==> src/rtl/mips_core_pkg.sv <==
// Shared core types: branch outcome encoding plus PHT port-scheduler state and constants.
`ifndef ADDR_WIDTH
`define ADDR_WIDTH 32
`endif

package mips_core_pkg;

    typedef enum logic {
        NOT_TAKEN = 1'b0,
        TAKEN     = 1'b1
    } BranchOutcome;

    typedef enum logic [1:0] {
        PHT_INIT,
        PHT_IDLE,
        PHT_RD_WAIT,
        PHT_WR_PEND
    } PhtSchedState;

    localparam logic [1:0] PHT_COUNTER_INIT = 2'b01;

    // Saturating 2-bit counter step; saturated values are still returned for writing.
    function automatic logic [1:0] pht_next_counter(input logic [1:0] cnt, input BranchOutcome outcome);
        if (outcome == TAKEN)
            return (cnt == 2'b11) ? 2'b11 : cnt + 2'd1;
        return (cnt == 2'b00) ? 2'b00 : cnt - 2'd1;
    endfunction

endpackage

==> src/rtl/pht_update_fifo.sv <==
// Small FIFO of pending PHT updates ({index, outcome}); head is presented combinationally.
module pht_update_fifo
    import mips_core_pkg::*;
#(
    parameter int INDEX_BITS = 4,
    parameter int FB_DEPTH   = 4
) (
    input  logic                  clk,
    input  logic                  rst,
    input  logic                  i_push,
    input  logic [INDEX_BITS-1:0] i_push_index,
    input  BranchOutcome          i_push_outcome,
    input  logic                  i_pop,
    output logic                  o_full,
    output logic                  o_empty,
    output logic [INDEX_BITS-1:0] o_head_index,
    output BranchOutcome          o_head_outcome
);

    localparam int PTR_BITS = $clog2(FB_DEPTH);

    logic [INDEX_BITS-1:0] r_idx [FB_DEPTH];
    BranchOutcome          r_out [FB_DEPTH];
    logic [PTR_BITS-1:0]   r_wptr;
    logic [PTR_BITS-1:0]   r_rptr;
    logic [PTR_BITS:0]     r_count;
    logic                  w_push;
    logic                  w_pop;

    assign o_full         = (r_count == (PTR_BITS+1)'(FB_DEPTH));
    assign o_empty        = (r_count == '0);
    assign w_push         = i_push && !o_full;
    assign w_pop          = i_pop && !o_empty;
    assign o_head_index   = r_idx[r_rptr];
    assign o_head_outcome = r_out[r_rptr];

    always_ff @(posedge clk) begin
        if (w_push) begin
            r_idx[r_wptr] <= i_push_index;
            r_out[r_wptr] <= i_push_outcome;
        end
    end

    always_ff @(posedge clk or posedge rst) begin
        if (rst) begin
            r_wptr  <= '0;
            r_rptr  <= '0;
            r_count <= '0;
        end else begin
            if (w_push)
                r_wptr <= r_wptr + 1'b1;
            if (w_pop)
                r_rptr <= r_rptr + 1'b1;
            if (w_push && !w_pop)
                r_count <= r_count + 1'b1;
            else if (w_pop && !w_push)
                r_count <= r_count - 1'b1;
        end
    end

endmodule

==> src/rtl/pht_port_scheduler.sv <==
// Arbitrates the single PHT SRAM port between prediction reads, queued read-modify-write
// updates and the post-reset initialisation sweep.
module pht_port_scheduler
    import mips_core_pkg::*;
#(
    parameter int INDEX_BITS = 4,
    parameter int FB_DEPTH   = 4,
    parameter int ADDR_WIDTH = `ADDR_WIDTH
) (
    input  logic                  clk,
    input  logic                  rst,
    input  logic                  i_req_valid,
    input  logic [ADDR_WIDTH-1:0] i_req_pc,
    output logic                  o_req_ready,
    output logic                  o_pred_valid,
    output BranchOutcome          o_pred,
    input  logic                  i_fb_valid,
    input  logic [ADDR_WIDTH-1:0] i_fb_pc,
    input  BranchOutcome          i_fb_outcome,
    output logic                  o_fb_ready,
    output logic                  mem_en,
    output logic                  mem_we,
    output logic [INDEX_BITS-1:0] mem_addr,
    output logic [1:0]            mem_wdata,
    input  logic [1:0]            mem_rdata
);

    PhtSchedState          r_state;
    PhtSchedState          w_next_state;
    logic [INDEX_BITS-1:0] r_sweep;
    logic [1:0]            r_wval;
    logic                  r_pred_valid;

    logic                  w_full;
    logic                  w_empty;
    logic [INDEX_BITS-1:0] w_head_index;
    BranchOutcome          w_head_outcome;
    logic [INDEX_BITS-1:0] w_req_index;
    logic [INDEX_BITS-1:0] w_fb_index;
    logic                  w_pred_win;
    logic                  w_upd_wr;
    logic                  w_upd_rd;
    logic                  w_push;
    logic [1:0]            w_new_cnt;
    logic                  w_unused;

    assign w_req_index = i_req_pc[INDEX_BITS+1:2];
    assign w_fb_index  = i_fb_pc[INDEX_BITS+1:2];
    assign w_unused    = ^{i_req_pc[ADDR_WIDTH-1:INDEX_BITS+2], i_req_pc[1:0],
                           i_fb_pc[ADDR_WIDTH-1:INDEX_BITS+2], i_fb_pc[1:0]};

    // A full queue blocks predictions so the pending update always drains.
    assign w_pred_win = (r_state != PHT_INIT) && i_req_valid && !w_full;
    assign w_upd_wr   = !w_pred_win && ((r_state == PHT_RD_WAIT) || (r_state == PHT_WR_PEND));
    assign w_upd_rd   = !w_pred_win && (r_state == PHT_IDLE) && !w_empty;
    assign w_new_cnt  = pht_next_counter(mem_rdata, w_head_outcome);

    assign o_fb_ready   = !rst && (r_state != PHT_INIT) && !w_full;
    assign o_req_ready  = w_pred_win;
    assign w_push       = i_fb_valid && o_fb_ready;
    assign o_pred_valid = r_pred_valid;
    assign o_pred       = (r_pred_valid && mem_rdata[1]) ? TAKEN : NOT_TAKEN;

    pht_update_fifo #(
        .INDEX_BITS(INDEX_BITS),
        .FB_DEPTH  (FB_DEPTH)
    ) u_fifo (
        .clk           (clk),
        .rst           (rst),
        .i_push        (w_push),
        .i_push_index  (w_fb_index),
        .i_push_outcome(i_fb_outcome),
        .i_pop         (w_upd_wr),
        .o_full        (w_full),
        .o_empty       (w_empty),
        .o_head_index  (w_head_index),
        .o_head_outcome(w_head_outcome)
    );

    always_ff @(posedge clk or posedge rst) begin
        if (rst)
            r_state <= PHT_INIT;
        else
            r_state <= w_next_state;
    end

    always_comb begin
        w_next_state = r_state;
        case (r_state)
            PHT_INIT:    if (r_sweep == '1) w_next_state = PHT_IDLE;
            PHT_IDLE:    if (w_upd_rd) w_next_state = PHT_RD_WAIT;
            PHT_RD_WAIT: w_next_state = w_upd_wr ? PHT_IDLE : PHT_WR_PEND;
            PHT_WR_PEND: if (w_upd_wr) w_next_state = PHT_IDLE;
            default:     w_next_state = PHT_INIT;
        endcase
    end

    always_comb begin
        mem_en    = 1'b0;
        mem_we    = 1'b0;
        mem_addr  = '0;
        mem_wdata = '0;
        if (r_state == PHT_INIT) begin
            if (!rst) begin
                mem_en    = 1'b1;
                mem_we    = 1'b1;
                mem_addr  = r_sweep;
                mem_wdata = PHT_COUNTER_INIT;
            end
        end else if (w_pred_win) begin
            mem_en   = 1'b1;
            mem_addr = w_req_index;
        end else if (w_upd_wr) begin
            mem_en    = 1'b1;
            mem_we    = 1'b1;
            mem_addr  = w_head_index;
            mem_wdata = (r_state == PHT_RD_WAIT) ? w_new_cnt : r_wval;
        end else if (w_upd_rd) begin
            mem_en   = 1'b1;
            mem_addr = w_head_index;
        end
    end

    always_ff @(posedge clk or posedge rst) begin
        if (rst) begin
            r_sweep      <= '0;
            r_wval       <= '0;
            r_pred_valid <= 1'b0;
        end else begin
            r_pred_valid <= w_pred_win;
            if (r_state == PHT_INIT)
                r_sweep <= r_sweep + 1'b1;
            if ((r_state == PHT_RD_WAIT) && !w_upd_wr)
                r_wval <= w_new_cnt;
        end
    end

endmodule

==> config.mk <==
export PLATFORM = sky130hd
export DESIGN_NAME = pht_port_scheduler
export DESIGN_NICKNAME = d
export VERILOG_FILES = /design/src/rtl/mips_core_pkg.sv /design/src/rtl/pht_update_fifo.sv /design/src/rtl/pht_port_scheduler.sv
export SDC_FILE = /design/constraint.sdc
export NUM_CORES = 1
export LEC_CHECK = 0
export BUFFER_PORTS_ARGS = -buffer_cell sky130_fd_sc_hd__buf_4
export CAP_MARGIN = 20
export CORE_ASPECT_RATIO = 1.1
export CORE_MARGIN = 10
export CORE_UTILIZATION = 50
export DETAILED_ROUTE_END_ITERATION = 10
export HOLD_SLACK_MARGIN = 0.08
export MAX_ROUTING_LAYER = met4
export PLACE_DENSITY = 0.91
export SLEW_MARGIN = 40
export SYNTH_ARGS = -nofsm -noshare
export SYNTH_HDL_FRONTEND = slang
export SYNTH_SLANG_ARGS = --single-unit
==> constraint.sdc <==
create_clock -name clk -period 4.9 [get_ports clk]
set_clock_uncertainty 0.05 [all_clocks]
set_input_delay 0.98 -clock clk [delete_from_list [all_inputs] [get_ports clk]]
set_output_delay 0.98 -clock clk [all_outputs]
set_load 0.005 [all_outputs]
# ---- After elaboration in Yosys (flattened, before gate mapping)
# Memory sizes are Yosys's and may differ from the RTL's.
# Cells that the tools add are included.
dict set report word_totals {
  inputBits 71
  latch_bits 0
  ramBits 20
  reg_bits 16
  word_cells 86
  n_memories 2
  rom_bits 0
  out_inout_bits 12
}
dict set report op_classes {
  reduce_logical 28
  mul 0
  n_shift 0
  div 0
  add_sub_neg 7
  magnitude_cmp 0
  muxes 33
  bitwise_logic 0
  n_eq_ne 9
}
# name words word_bits rd rd_clocked_by_memory_dff wr line_no
set memory_table {}
lappend memory_table {u_fifo.r_idx 4 4 1 0 1 pht_update_fifo.sv:22} ;# logic [INDEX_BITS-1:0] r_idx [FB_DEPTH];
lappend memory_table {u_fifo.r_out 4 1 1 0 1 pht_update_fifo.sv:23} ;# BranchOutcome r_out [FB_DEPTH];
# op count
set ops {}
lappend ops {{two-way mux 2 bit} 12}
lappend ops {{two-way mux 4 bit} 5}
lappend ops {{logical AND 1 bit} 14}
lappend ops {{two-way mux 1 bit} 13}
lappend ops {{case mux 2 bit (4 select lines)} 1}
lappend ops {{zero test 1 bit} 7}
lappend ops {{adder 2 x 1 -> 2 bit, second input constant} 3}
lappend ops {{== test 2 bit, second input constant} 3}
lappend ops {{two-way mux 3 bit} 2}
lappend ops {{adder 4 x 1 -> 4 bit, second input constant} 1}
lappend ops {{== test 4 bit, second input constant} 1}
lappend ops {{zero test 2 bit} 2}
lappend ops {{!= test 2 bit, second input constant} 2}
lappend ops {{nonzero test 2 bit} 2}
lappend ops {{adder 3 x 1 -> 3 bit, second input constant} 1}
lappend ops {{== test 3 bit, second input constant} 1}
lappend ops {{zero test 3 bit} 1}
lappend ops {{AND reduction 3 bit} 1}
lappend ops {{subtractor 3 x 1 -> 3 bit, second input constant} 1}
lappend ops {{== test 2 x 1 -> 1 bit, second input constant} 1}
lappend ops {{!= test 2 x 1 -> 1 bit, second input constant} 1}
lappend ops {{subtractor 2 x 1 -> 2 bit, second input constant} 1}
lappend ops {{logical OR 1 bit} 1}

# ---- Longest topological paths before layout
dict set report logic_depth {
  ltp_word 10
  mapped_depth 11
  depth_no_buf 11
}

# ---- Modules after synthesis
# A second synthesis with hierarchy kept.
dict set report hier_totals {
  cells_unflattened 142
  hier_area_um2 1865.5
}
# module cells_each seq_area_each_um2 instances area_per_inst_um2
set modules_own_cells {}
lappend modules_own_cells {pht_update_fifo 63 775.7 1 1164.9}
lappend modules_own_cells {pht_port_scheduler 79 225.2 1 700.7}

# ---- Worst setup path after synthesis
# Ideal clock, no wire load.
dict set report synth_timing {
  path_kind {in2out}
  startpoint {input port i_req_valid}
  endpoint {output port mem_addr[1]}
  slack_ns 2.218
  required_ns 3.870
  arrival_ns 1.652
  stages 5
  path_buffers 1
  path_cell_list {nor2b_1 > and2_1 > buf_6 > a22oi_1 > o21ai_0}
}
dict set report synth_via {
  elab_chain_cells 9
  elab_cells_between_ends 10
  classes_between {4 x mux; 6 x reduce/logical}
}
# item line_no
set synth_rtl {}
lappend synth_rtl {{start: declaration} pht_port_scheduler.sv:12} ;# input logic i_req_valid,
lappend synth_rtl {{logical AND 1 bit (*) (2 in a row)} pht_port_scheduler.sv:53} ;# assign w_pred_win = (r_state != PHT_INIT) && i_req_valid && !w_full;
lappend synth_rtl {{named net o_req_ready} pht_port_scheduler.sv:14} ;# output logic o_req_ready,
lappend synth_rtl {{zero test 1 bit} {pht_port_scheduler.sv:54, pht_port_scheduler.sv:55}}
lappend synth_rtl {{logical AND 1 bit (2 in a row)} pht_port_scheduler.sv:55} ;# assign w_upd_rd = !w_pred_win && (r_state == PHT_IDLE) && !w_empty;
lappend synth_rtl {{two-way mux 4 bit} pht_port_scheduler.sv:118} ;# end else if (w_upd_rd) begin
lappend synth_rtl {{two-way mux 4 bit} pht_port_scheduler.sv:113} ;# end else if (w_upd_wr) begin
lappend synth_rtl {{two-way mux 4 bit (*)} pht_port_scheduler.sv:110} ;# end else if (w_pred_win) begin
lappend synth_rtl {{two-way mux 4 bit (*)} pht_port_scheduler.sv:103} ;# if (r_state == PHT_INIT) begin
lappend synth_rtl {{end: declaration} pht_port_scheduler.sv:23} ;# output logic [INDEX_BITS-1:0] mem_addr,
# Mark *: on every way through the listed nets, which the timed path passes. The rest lies on a longest branch.

# ---- Final worst setup path
dict set report layout_timing {
  startpoint {register r_state[0]}
  endpoint {output port mem_addr[1]}
}
dict set report layout_via {
  elab_chain_cells 10
  elab_cells_between_ends 16
  classes_between {3 x eq/ne; 4 x mux; 9 x reduce/logical}
}
# item line_no
set layout_rtl {}
lappend layout_rtl {{start: declaration} pht_port_scheduler.sv:28} ;# PhtSchedState r_state;
lappend layout_rtl {{start signal: assignment} pht_port_scheduler.sv:84} ;# r_state <= w_next_state;
lappend layout_rtl {{nonzero test 2 bit} pht_port_scheduler.sv:53}
lappend layout_rtl {{logical AND 1 bit (2 in a row)} pht_port_scheduler.sv:53}
lappend layout_rtl {{zero test 1 bit} {pht_port_scheduler.sv:54, pht_port_scheduler.sv:55}}
lappend layout_rtl {{logical AND 1 bit (2 in a row)} pht_port_scheduler.sv:55}
lappend layout_rtl {{two-way mux 4 bit} pht_port_scheduler.sv:118}
lappend layout_rtl {{two-way mux 4 bit} pht_port_scheduler.sv:113}
lappend layout_rtl {{two-way mux 4 bit} pht_port_scheduler.sv:110}
lappend layout_rtl {{two-way mux 4 bit (*)} pht_port_scheduler.sv:103}
# Mark *: on every way between the ends. The rest lies on a longest branch, timed or not.

==> key figures <==
Clocking
  – TritonCTS clock tree: yes
  – Worst skew pair latency: 340 ps
  – H-tree depth: 2
  – CTS clk-pin slew, worst paths: 100 ps
  – Num CTS Buffers: 5
  – Setup Fix Bufs, Post-CTS: 0
  – Buffer depth of the longest clock path: 2
  – # hold bufs at CTS: 0
  – Clock Tree Root: clkbuf_4
  – Post-cts sizing count: 0
  – TritonCTS Sinks: 36

Timing
  – Final Max Slew Viols: 0
  – Crit share post-route: 66.1%
  – Final setup violation count: 0
  – Relative slew slack: 56.9%
  – Worst slew pin tran: 646 ps
  – Final WS setup: 1660 ps
  – Setup_tns: 0 ps
  – Tmin final: 3240 ps
  – RSZ-0062 raised after global routing: false
  – WHS: 448 ps
  – Fmax: 309 MHz
  – Final hold vios: 0

Placed design
  – DP Area: 2040 µm²
  – Place WS: 1800 ps
  – Final Wtd Congestion: 0.796
  – Post-DP HPWL: 2870 µm
  – DP Cell Count: 207
  – IO buf count: 26

Setup path
  – Worst-path maximum fanout: 12
  – WP buf/inv: 2
  – FF-to-FF setup slack: 2020 ps
  – CP Class: flip-flop to output port
  – Reg-to-reg startpoint: r_state[0]
  – CP Launch Type: flip-flop
  – WP data required: 3870 ps
  – CP Capture Type: output port
  – Slowest Stage Delay on Critical Path: 450 ps
  – Critical path's top delay family: adder cells
  – CP Launch Point: r_state[0]
  – Critical path arrival: 2210 ps
  – CP Cell Sequence: inv_1 > ha_1 > nor2b_1 > and2_1 > a22oi_1 > o21ai_0 > buf_4
  – CP max stage cell: ha_1

GRT
  – Global-route wire length before repair: 6200 µm
  – Vias in the first global route: 1296
  – Largest net degree at the start of global routing: 18
  – Overall Global Routing Usage: 12.2%
  – Initial antenna violation count: 0
  – Grt ovf: 0

Yosys
  – Compound-Gate Fraction of Synth Area: 6.68%
  – Synth warn: 0
  – Post-synthesis adder-cell area fraction: 9.22%
  – Mux contribution to synthesized area: 10.7%
  – Flops & latches, synth: 36
  – Cell Area, Synth: 1820 µm²
  – Post-Synth XOR/XNOR Area: 4.34%
  – Synth Area per Inst: 13.3 µm²
  – Synth Area in Simple Gates: 9.91%
  – Syn Inst Count: 137
  – Main combinational cell family by area after synthesis: multiplexers
  – Register area share after synthesis: 55.1%
  – Synthesized Nets: 219
  – Synth unique cells: 33

Floorplan
  – Core ar.: 3410 µm²
  – Ports: 83
  – Die Y: 83.2 µm
  – # rows: 22
  – Initial Utilization: 53.3%
  – Die area: 6450 µm²
  – Chip Width: 77.5 µm

Drt
  – Router iterations before antenna repair: 4
  – DRC Markers: 0
  – Final wirelength: 3500 µm
  – Vias per cell: 5.33
  – Wirelength per Cell: 16.3 µm
  – Post-route ant nets: 0
  – Via count: 1146
  – Initial DRC Count: 65

Finish
  – Final instance area: 2120 µm²
  – Antenna cells: 0
  – Share of cells above drive strength 1: 27.5%
  – Nets: 248
  – Final core utilization: 62.2%
  – Finished Layout Cells: 215
  – Multi-input logic area: 742 µm²
  – Storage element area: 1000 µm²
  – Fillers: 273
  – Area Overhead vs Synth: 16.8%

Pwr
  – Power Dens Cells: 569 nW/µm²
  – Max VDD drop: 391 µV
  – Leak Pwr: 0.907 nW
  – Tot Pwr: 1.21 mW

Hold path
  – Hold crit path type: flip-flop to flip-flop
  – Hold wc startpoint: u_fifo.r_count[2]

Run status
  – Status: finished clean

Job
  – MaxCap Viol Count: 0
-- worst register-to-register path, stage by stage (launching register included) --
cell and delay, ps:
dfrtp_1 410, inv_1 120, ha_1 450, nor2b_1 150, a21oi_1 310, o21ai_0 240, ha_1 270, inv_1 80
fa_1 400, mux2_2 270
-- flip-flops by register name, indices dropped and copies added (netlist names) --
register,count
u_fifo.r_wptr,2
r_sweep,4
o_pred_valid,1
r_wval,2
u_fifo.r_count,3
r_state,2
u_fifo.r_out,4
u_fifo.r_idx,16
u_fifo.r_rptr,2
-- area by class of cell --
| type | instances | area share, % |
|---|---|---|
| multi-input cells | 85 | 34.9 |
| inverters | 12 | 2.12 |
| well taps | 48 | 2.83 |
| repair buffers | 26 | 9.19 |
| clock inverters | 3 | 2.00 |
| flip-flops and latches | 36 | 47.1 |
| clock buffers | 5 | 1.77 |
-- worst paths after layout --
kind                                      to  depth (start not counted)
setup reg to reg           u_fifo.r_count[1]                          9
hold reg to reg            u_fifo.r_count[2]                          1
max in group asynchronous  u_fifo.r_count[2]                          2
setup / recovery                 mem_addr[1]                          7
min in group asynchronous   u_fifo.r_wptr[1]                          2
hold / removal             u_fifo.r_count[2]                          1
-- Yosys cell counts, drive strengths merged --
cell	instances	area, µm²
nand3b	1	7.51
xor2	3	26.3
mux4	5	128
dfrtp	16	400
inv	12	45.0
o21ai	11	55.1
nand3	1	5.00
a21oi	4	20.0
or3b	1	8.76
nand4	1	6.26
edfxtp	20	601
xnor2	6	52.6
fa	1	20.0
ha	10	125
mux2	5	56.3
nor3	1	5.00
nor2b	2	12.5
a21o	1	7.51
nor2	5	18.8
maj3	2	22.5
mux2i	1	10.0
buf	2	22.5
and3	5	31.3
a32oi	1	8.76
nand2b	2	12.5
nand2	7	26.3
and2	3	21.3
clkbuf	2	7.51
a22oi	4	30.0
nor3b	1	18.8
or2	1	6.26
-- power breakdown --
| group | total [mW] | switching (mW) | internal, mW |
|---|---|---|---|
| Clock | 0.203 | 0.0968 | 0.106 |
| Sequential | 0.489 | 0.0822 | 0.407 |
| Combinational | 0.517 | 0.247 | 0.269 |
| Total | 1.21 | 0.426 | 0.783 |
-- layout by cell type, fill, tap and decap left out, types with 3 or more instances in the layout --
master and instances:
a21oi_1 4, buf_4 26, xor2_1 3, nor2_1 5, edfxtp_1 20, clkbuf_4 5, o21ai_0 11, xnor2_1 6
dfrtp_1 16, ha_1 10, inv_1 12, nand2_1 7, a22oi_1 4, and3_1 5, mux2_2 5, mux4_1 4
-- metal layers --
layer	global-route usage, %	vias up	part of all wire, %
met5	-	-	0
met4	4.46	0	1.5
met3	3.66	5	4.9
met2	21.0	35	52
met1	12.8	559	41
li1	-	547	-
-- kinds of logic after synthesis --
logic type | after synthesis
multiplexers | 11
flip-flops | 36
AND/OR/NAND/NOR | 31
buffers and inverters | 16
XOR/XNOR | 9
adder cells (fa/ha/maj) | 13
AO/OA/AOI/OAI | 21
No activity file was read; power rests on OpenSTA's default activity.
